===== config.mk =====
export PLATFORM = sky130hd
export DESIGN_NAME = delay_arbiter
export DESIGN_NICKNAME = d
export VERILOG_FILES = /design/src/rtl/delay_arbiter_pkg.sv /design/src/rtl/delay_sat_step.sv /design/src/rtl/delay_arbiter.sv
export SDC_FILE = /design/constraint.sdc
export NUM_CORES = 1
export LEC_CHECK = 0
export CAP_MARGIN = 20
export CORE_ASPECT_RATIO = 0.9
export CORE_MARGIN = 4
export CORE_UTILIZATION = 45
export CTS_BUF_LIST = sky130_fd_sc_hd__clkbuf_4
export CTS_CLUSTER_DIAMETER = 120
export DETAILED_ROUTE_END_ITERATION = 8
export PLACE_DENSITY = 0.88
export SYNTH_ARGS = -nofsm -noshare
export SYNTH_HDL_FRONTEND = slang
export SYNTH_SLANG_ARGS = --single-unit

===== constraint.sdc =====
create_clock -name clk -period 3 [get_ports clk]
set_clock_uncertainty 0.15 [all_clocks]
set_input_delay 0.45 -clock clk [delete_from_list [all_inputs] [get_ports clk]]
set_output_delay 0.45 -clock clk [all_outputs]
set_load 0.01 [all_outputs]

===== src/rtl/delay_arbiter_pkg.sv =====
// Shared definitions for the delay arbiter: register map, STATUS/CONTROL bit
// positions, datapath widths and the write-one-to-clear update helper.
package delay_arbiter_pkg;

    // Width of the blink delay value driven to the blinker.
    localparam int DELAY_W    = 4;
    // Avalon-MM data bus width.
    localparam int DATA_W     = 32;
    // Width of the accepted-key-pulse counter.
    localparam int KEYCOUNT_W = 16;
    // Number of implemented STATUS and CONTROL bits.
    localparam int STATUS_W   = 3;
    localparam int CONTROL_W  = 2;

    // Avalon-MM word addresses of the four registers.
    typedef enum logic [1:0] {
        REG_DELAY    = 2'd0,
        REG_STATUS   = 2'd1,
        REG_KEYCOUNT = 2'd2,
        REG_CONTROL  = 2'd3
    } reg_addr_e;

    // STATUS bit positions (all write-one-to-clear).
    localparam int ST_KEY_EVT = 0;
    localparam int ST_SAT     = 1;
    localparam int ST_DROP    = 2;

    // CONTROL bit positions.
    localparam int CTL_KEY_LOCK = 0;
    localparam int CTL_IRQ_EN   = 1;

    // Write-one-to-clear with set priority: a bit being set in the same cycle
    // that software clears it stays set, so no event is ever lost.
    function automatic logic [STATUS_W-1:0] w1c_update(
        input logic [STATUS_W-1:0] cur,
        input logic [STATUS_W-1:0] clr,
        input logic [STATUS_W-1:0] set
    );
        return (cur & ~clr) | set;
    endfunction

endpackage


===== src/rtl/delay_sat_step.sv =====
// Combinational next-delay calculator: either loads a software value clamped
// into [MIN_DELAY, MAX_DELAY], or steps the current delay by +/-1 with
// saturation at the same bounds. Flags whenever a bound limited the result.
module delay_sat_step
    import delay_arbiter_pkg::*;
#(
    parameter int unsigned MIN_DELAY = 1,
    parameter int unsigned MAX_DELAY = 15
) (
    input  logic [DELAY_W-1:0] cur_delay,
    input  logic               load_en,
    input  logic [DELAY_W-1:0] load_value,
    input  logic               step_up,
    input  logic               step_down,
    output logic [DELAY_W-1:0] next_delay,
    output logic               saturated
);

    localparam logic [DELAY_W-1:0] MIN_D = DELAY_W'(MIN_DELAY);
    localparam logic [DELAY_W-1:0] MAX_D = DELAY_W'(MAX_DELAY);

    // Load has priority over stepping; opposing step requests cancel.
    always_comb begin
        next_delay = cur_delay;
        saturated  = 1'b0;
        if (load_en) begin
            if (load_value < MIN_D) begin
                next_delay = MIN_D;
                saturated  = 1'b1;
            end else if (load_value > MAX_D) begin
                next_delay = MAX_D;
                saturated  = 1'b1;
            end else begin
                next_delay = load_value;
            end
        end else if (step_up && !step_down) begin
            if (cur_delay >= MAX_D) begin
                saturated = 1'b1;
            end else begin
                next_delay = cur_delay + DELAY_W'(1);
            end
        end else if (step_down && !step_up) begin
            if (cur_delay <= MIN_D) begin
                saturated = 1'b1;
            end else begin
                next_delay = cur_delay - DELAY_W'(1);
            end
        end
    end

endmodule


===== src/rtl/delay_arbiter.sv =====
// Delay arbiter: merges push-key speed requests (faster/slower) with HPS
// register writes into one saturating blink delay, counts accepted key
// pulses and raises a level interrupt on key activity or dropped keys.
//
// Avalon-MM handshake: there is no waitrequest, so every avs_read/avs_write
// strobe is accepted in the cycle it is seen. A read returns data sampled
// from the register state before that clock edge, qualified by
// avs_readdatavalid exactly one cycle later; a read and write in the same
// cycle both take effect and the read returns the old value.
module delay_arbiter
    import delay_arbiter_pkg::*;
#(
    parameter int unsigned RESET_DELAY = 8,
    parameter int unsigned MIN_DELAY   = 1,
    parameter int unsigned MAX_DELAY   = 15
) (
    input  logic               clk,
    input  logic               reset,
    input  logic               faster,
    input  logic               slower,
    input  logic [1:0]         avs_address,
    input  logic               avs_read,
    input  logic               avs_write,
    input  logic [DATA_W-1:0]  avs_writedata,
    output logic [DATA_W-1:0]  avs_readdata,
    output logic               avs_readdatavalid,
    output logic [DELAY_W-1:0] delay,
    output logic               irq
);

    localparam logic [DELAY_W-1:0] RESET_D = DELAY_W'(RESET_DELAY);

    // Register state
    logic [DELAY_W-1:0]    delay_q,         delay_d;
    logic [STATUS_W-1:0]   status_q,        status_d;
    logic [KEYCOUNT_W-1:0] keycount_q,      keycount_d;
    logic [CONTROL_W-1:0]  control_q,       control_d;
    logic [DATA_W-1:0]     readdata_q,      readdata_d;
    logic                  readdatavalid_q, readdatavalid_d;
    logic                  irq_q,           irq_d;

    // Decode and arbitration
    reg_addr_e             addr_e;
    logic                  wr_delay;
    logic                  wr_status;
    logic                  wr_control;
    logic                  key_req;
    logic                  key_apply;
    logic                  key_drop;
    logic [DELAY_W-1:0]    step_delay;
    logic                  step_sat;
    logic [STATUS_W-1:0]   status_set;
    logic [STATUS_W-1:0]   status_clr;
    logic [DATA_W-1:0]     rdata_mux;

    // Upper write-data bits have no register behind them.
    logic                  unused_wdata;
    assign unused_wdata = ^avs_writedata[DATA_W-1:DELAY_W];

    // Decode bus writes and arbitrate key pulses against DELAY writes.
    always_comb begin
        addr_e     = reg_addr_e'(avs_address);
        wr_delay   = avs_write && (addr_e == REG_DELAY);
        wr_status  = avs_write && (addr_e == REG_STATUS);
        wr_control = avs_write && (addr_e == REG_CONTROL);
        // Opposing pulses cancel; a locked keypad produces no request at all.
        key_req    = (faster ^ slower) && !control_q[CTL_KEY_LOCK];
        // A software DELAY write in the same cycle takes precedence.
        key_apply  = key_req && !wr_delay;
        key_drop   = key_req && wr_delay;
    end

    delay_sat_step #(
        .MIN_DELAY (MIN_DELAY),
        .MAX_DELAY (MAX_DELAY)
    ) u_sat_step (
        .cur_delay  (delay_q),
        .load_en    (wr_delay),
        .load_value (avs_writedata[DELAY_W-1:0]),
        .step_up    (key_apply && slower),
        .step_down  (key_apply && faster),
        .next_delay (step_delay),
        .saturated  (step_sat)
    );

    // Next-state for delay, STATUS, KEYCOUNT, CONTROL and irq.
    always_comb begin
        delay_d = step_delay;

        status_set             = '0;
        status_set[ST_KEY_EVT] = key_apply;
        status_set[ST_SAT]     = step_sat;
        status_set[ST_DROP]    = key_drop;
        status_clr             = wr_status ? avs_writedata[STATUS_W-1:0] : '0;
        status_d               = w1c_update(status_q, status_clr, status_set);

        // Saturated pulses still count; KEYCOUNT ignores bus writes and wraps.
        keycount_d = keycount_q;
        if (key_apply) begin
            keycount_d = keycount_q + KEYCOUNT_W'(1);
        end

        control_d = control_q;
        if (wr_control) begin
            control_d = avs_writedata[CONTROL_W-1:0];
        end

        // Interrupt follows the registered flags, one cycle behind them.
        irq_d = control_q[CTL_IRQ_EN] &&
                (status_q[ST_KEY_EVT] || status_q[ST_DROP]);
    end

    // Read mux over pre-edge register state; unimplemented bits read 0.
    always_comb begin
        rdata_mux = '0;
        case (addr_e)
            REG_DELAY:    rdata_mux = DATA_W'(delay_q);
            REG_STATUS:   rdata_mux = DATA_W'(status_q);
            REG_KEYCOUNT: rdata_mux = DATA_W'(keycount_q);
            REG_CONTROL:  rdata_mux = DATA_W'(control_q);
            default:      rdata_mux = '0;
        endcase
        readdata_d      = avs_read ? rdata_mux : '0;
        readdatavalid_d = avs_read;
    end

    // Delay and register-file state.
    always_ff @(posedge clk or posedge reset) begin
        if (reset) begin
            delay_q    <= RESET_D;
            status_q   <= '0;
            keycount_q <= '0;
            control_q  <= '0;
        end else begin
            delay_q    <= delay_d;
            status_q   <= status_d;
            keycount_q <= keycount_d;
            control_q  <= control_d;
        end
    end

    // Registered read response; reset discards any read in flight.
    always_ff @(posedge clk or posedge reset) begin
        if (reset) begin
            readdata_q      <= '0;
            readdatavalid_q <= 1'b0;
        end else begin
            readdata_q      <= readdata_d;
            readdatavalid_q <= readdatavalid_d;
        end
    end

    // Registered interrupt output.
    always_ff @(posedge clk or posedge reset) begin
        if (reset) begin
            irq_q <= 1'b0;
        end else begin
            irq_q <= irq_d;
        end
    end

    assign delay             = delay_q;
    assign avs_readdata      = readdata_q;
    assign avs_readdatavalid = readdatavalid_q;
    assign irq               = irq_q;

endmodule

---- After elaboration in Yosys (flattened, before gate mapping) ----
Cells that the tools add are included.
word-level totals
  memories ................................ 0
  latch bits .............................. 0
  memory bits (read-only) ................. 0
  RAM bits ................................ 0
  flip-flop bits (word level) ............. 59
  word-level logic and storage cells ...... 59
cells by class
  eq/ne operators ......................... 5
  reduce and logical (&&, ||, !) cells .... 19
  shift operators ......................... 0
  $lt $le $gt $ge ......................... 4
  add/subtract/negate cells ............... 3
  mux-type cells .......................... 17
  multiply operators ...................... 0
  bitwise gates (word level) .............. 4
  divide/modulo/power cells ............... 0
operators with widths
  cell                     number
  $pmux W32 S4             1
  $mux W32                 1
  $mux W4                  7
  $add A16 B1 Y16 const B  1
  $logic_and A1 B1 Y1      11
  $mux W1                  7
  $add A4 B1 Y4 const B    1
  $eq A2 B2 Y1 const B     2
  $ge A4 B4 Y1 const B     1
  $gt A4 B4 Y1 const B     1
  $le A4 B1 Y1 const B     1
  $logic_not A1 Y1         4
  $lt A4 B1 Y1 const B     1
  $sub A4 B1 Y4 const B    1
  $and A3 B3 Y3            1
  $mux W3                  1
  $ne A3 B1 Y1 const B     1
  $ne A3 B2 Y1 const B     1
  $not A3 Y3               1
  $or A3 B3 Y3             1
  $reduce_and A3 Y1        1
  $reduce_bool A3 Y1       1
  $eq A2 B1 Y1 const B     1
  $logic_not A2 Y1         1
  2 further kinds          2

---- Logic depth before layout (Yosys ltp) ----
  depth in word-level cells ............... 11
  gate-level depth with buffers ........... 11
  depth with buffers taken out ............ 9

---- Cells and area by module ----
A second synthesis with hierarchy kept.
unflattened totals
  cell total of the unflattened synthesis .. 192
  area total of the unflattened synthesis .. 2218.4 sq um
by module, submodules not included
  module          times used  sequential area each (sq um)  cells an instance  area an instance (sq um)
  delay_arbiter   1           1077.3                        148                1885.6
  delay_sat_step  1           0.0                           44                 332.8

---- Least setup slack after synthesis ----
OpenSTA, ideal clock, no wires.
  path type ............................... input port to flip-flop
  start point ............................. in avs_address[0]
  end point ............................... reg delay_q[2] (netlist: delay[2])
  data required time ...................... 2.716 ns
  slack ................................... 0.466 ns
  arrival ................................. 2.250 ns
  stages on the path ...................... 11
  cells stage by stage .................... buf_4 -> nor3b_2 -> nor3_1 -> clkbuf_1 -> nand2_1 -> inv_1 -> ha_1 -> mux2_2 -> o211ai_1 -> xor2_1 -> a21oi_1
on the way
  longest elaborated chain between the ends .. 9
  elaborated cells between the ends (all ways) .. 16
RTL lines
  what                                                           RTL line                                    source
  start: declaration                                             delay_arbiter.sv:21                         input logic [1:0] avs_address,
  $logic_not A2 Y1 *                                             delay_arbiter.sv:63                         wr_delay = avs_write && (addr_e == REG_DELAY);
  $logic_and A1 B1 Y1 *                                          delay_arbiter.sv:63
  $logic_not A1 Y1                                               delay_arbiter.sv:69                         key_apply = key_req && !wr_delay;
  $logic_and A1 B1 Y1                                            delay_arbiter.sv:69
  $logic_and A1 B1 Y1 (on tied branches)                         delay_arbiter.sv:81, delay_arbiter.sv:80
  $logic_not A1 Y1 (on tied branches)                            delay_sat_step.sv:36, delay_sat_step.sv:42
  $logic_and A1 B1 Y1 (on tied branches)                         delay_sat_step.sv:36, delay_sat_step.sv:42
  $ne A3 B2 Y1 (no line), or another cell as far along           --
  $reduce_and A3 Y1 (no line) / $mux W4 (equally long branches)  --
  end signal: assignment                                         delay_arbiter.sv:135                        delay_q <= delay_d;
  end: declaration                                               delay_arbiter.sv:34                         logic [DELAY_W-1:0] delay_q, delay_d;
Every way passes the cells marked *; elsewhere a longest branch is shown, timed or not.
A chain may end at the register's enable or synchronous reset.

---- Worst setup path in the final report ----
  start point ............................. in avs_write
  end point ............................... reg delay_q[3] (netlist: delay[3])
on the way
  longest elaborated chain between the ends .. 8
  elaborated cells between the ends (all ways) .. 15
RTL lines
  what                                                           RTL line                                    source
  start: declaration                                             delay_arbiter.sv:23                         input logic avs_write,
  $logic_and A1 B1 Y1 *                                          delay_arbiter.sv:63
  $logic_not A1 Y1                                               delay_arbiter.sv:69
  $logic_and A1 B1 Y1                                            delay_arbiter.sv:69
  $logic_and A1 B1 Y1 (on tied branches)                         delay_arbiter.sv:81, delay_arbiter.sv:80
  $logic_not A1 Y1 (on tied branches)                            delay_sat_step.sv:36, delay_sat_step.sv:42
  $logic_and A1 B1 Y1 (on tied branches)                         delay_sat_step.sv:36, delay_sat_step.sv:42
  $ne A3 B2 Y1 (no line), or another cell as far along           --
  $reduce_and A3 Y1 (no line) / $mux W4 (equally long branches)  --
Marks and branches as above.

==> impl_metrics.tcl <==
set metrics [dict create \
    postRouteAntennaNets 0 \
    holdWs_ns 0.329 \
    max_cap_viol_count 0 \
    fin_area_sq_um 2610 \
    nets 279 \
    row_count 23 \
    worstSetupPathType "in2reg" \
    vias 1455 \
    globalRouteOverflowTotal 0 \
    vdd_drop_max_mv 0.257 \
    critical-path-top-delay-family "buffers and inverters" \
    synthTopCellsByArea "dfrtp_1 48%, buf_4 6.2%, and2_1 4.6%" \
    worstPathRequired_ns 3.14 \
    synth.yosys.seq_area_share_pct 49.5 \
    cts_resized 0 \
    seqPwrFrac_pct 49.9 \
    synthCells 192 \
    post_cts_buffers 0 \
    cts_made_buffers 5 \
    power.switching_mw 0.520 \
    yosys_most_used_dff "dfrtp_1" \
    max_slew_margin_pct 65.3 \
    yosysTopAreaCell "dfrtp_1" \
    path_cells "clkdlybuf4s50_1 -> nor3b_2 -> nor3_1 -> buf_4 -> nand2_1 -> inv_1 -> ha_1 -> a41oi_1 -> o221ai_1 -> xor2_1 -> a21oi_1" \
    stdcell_count 295 \
    slowest_delay_ns 0.53 \
    cts.clk_slew.worst_paths_ns 0.12 \
    layout_min_cycle_time_ns 2.53 \
    clkPwrFrac_pct 21.4 \
    cts_buffer_depth 2 \
    synth_edf_count 0 \
    ys_seq_elements 43 \
    setup_viol_count_final 0 \
    yosysTopAreaCellShare_pct 48.3 \
    hold_buffers 0 \
    clockRootBuffer "clkbuf_4" \
    grt_use_total_pct 15.1 \
    grt_max_degree 44 \
    leakagePower_nw 1.19 \
    wl_mm 4.13 \
    io_pins 78 \
    wire_per_inst_um 14.0 \
    fin_crit_sh_pct 84.5 \
    synth.distinct_cells 45 \
    cp.arrival_ns 2.67 \
    path_max_fanout 4 \
    drt_iter0_markers 131 \
    tightest_slew_ns 0.520 \
    p_per_area_nw_per_um2 624 \
    finalHoldViolations 0 \
    end_kind "register" \
    die_area_sq_um 6010 \
    tritoncts "done" \
    firstDrtPassIters 4 \
    drv_slew 0 \
    drive_gt1_share_pct 12.9 \
    numPortBuffers 33 \
    cp_slowest_cell "clkdlybuf4s50_1" \
    synth-async-reset-ratio_pct 100 \
    yosys.cell_count.top_type "dfrtp_1" \
    coreArea_sq_um 4550 \
    syn-mean-instance-area_sq_um 11.3 \
    rsz0062_at_grt "no" \
    outcome "finished clean" \
    hp-class "reg2reg" \
    syn-cell-area_sq_um 2170 \
    worst-path-buf-inv 3 \
    num_antenna_cells 0 \
    clkLatencyLatePin_ns 0.36 \
    initial_core_util_pct 47.8 \
    yosys_warnings 0 \
    swShare_pct 31.9 \
    share_comb_of_total_power_pct 28.7 \
    area_growth_pct 20.2 \
    gp_congestion 0.811 \
    drc 0 \
    cts_max_level 2 \
    p_int_mw 1.11 \
    routed_via_density 4.93 \
    antenna_found_initial 0 \
    dpl.cell_count 287 \
    die_w_um 81.3 \
    grt_pass1_vias 1416 \
    grt_pass1_wl_mm 6.87 \
    die_y_um 74.0 \
    tns_ns 0 \
    synth_common_cells "42 x dfrtp_1, 18 x buf_4, 16 x and2_1, 11 x nand2_1, 11 x xnor2_1" \
    place_area_sq_um 2540 \
    utilization_pct 57.5 \
    fmax_mhz 395 \
    cts_sinks 43 \
    dp_hpwl_mm 3.15 \
    cp-start-kind "input port" \
]
==> registers in the layout (all words and copies together), names as in the netlist <==
| signal | flops |
|---|---|
| avs_readdata | 16 |
| keycount_q | 16 |
| delay | 4 |
| status_q | 3 |
| control_q | 2 |
| avs_readdatavalid | 1 |
| irq | 1 |
==> per-layer routing <==
layer	vias to the layer above	wire length (um)	GRT usage, %	share of wire, %
met5	-	0	0	0
met1	704	1780	19.4	43
met4	0	92	8.44	2.2
met3	8	181	2.42	4.4
li1	697	-	-	-
met2	46	2080	24.6	50
==> power groups by stage <==
stage / combinational [mW] / sequential [mW] / clock [mW]
floorplan: 0.306 / 0.794 / 0
global placement: 0.452 / 0.816 / 0
detailed placement: 0.468 / 0.822 / 0
CTS: 0.472 / 0.811 / 0.357
global route: 0.521 / 0.832 / 0.380
finish: 0.468 / 0.814 / 0.348
==> worst paths after layout <==
kind	from	end	slack, ns	cells after the start
setup / recovery	avs_write	delay[3]	0.47	11
hold / removal	keycount_q[15]	keycount_q[15]	0.33	1
setup reg to reg	control_q[0]	delay[3]	0.80	9
hold reg to reg	keycount_q[15]	keycount_q[15]	0.33	1
max in group asynchronous	reset	delay[3]	1.97	3
min in group asynchronous	reset	avs_readdata[11]	0.36	3
==> layout by cell type, fill, tap and decap left out, types with 3 or more instances in the layout <==
cell	Yosys	routed
nor2_1	5	5
a21oi_1	3	3
mux2i_1	3	3
clkbuf_4	0	5
inv_1	8	8
clkdlybuf4s50_1	0	33
nand4_1	3	3
ha_1	7	7
and2_1	16	16
buf_4	18	8
nand3_1	5	5
mux2_2	4	4
xnor2_1	11	11
o21ai_0	3	3
conb_1	1	16
xor2_1	9	9
nor3_1	3	3
dfrtp_1	42	42
nand2_1	11	11
==> cell families after synthesis <==
family,after synthesis,share of synthesized area (%)
buf+inv,31,8.80
simple gates,64,18.7
xor+xnor,20,8.06
other cells,1,0.172
flops,43,49.5
mux,9,5.52
fa+ha+maj,7,4.03
compound gates,17,5.18
==> cell type report <==
type | instances | area (sq um)
clock buffers | 5 | 37.5
fillers | 399 | 1930
clock inverters | 3 | 38.8
flip-flops and latches | 43 | 1080
inverters | 8 | 30.0
repair buffers | 41 | 390
well taps | 62 | 77.6
multi-input cells | 133 | 962
==> metrics by stage <==
step | setup WS [ns] | total power [mW]
floorplan | 0.466 | 1.10
global placement | 0.144 | 1.27
detailed placement | 0.107 | 1.29
CTS | 0.474 | 1.64
global route | 0.332 | 1.73
finish | 0.465 | 1.63
(Power assumes the default switching activity.)
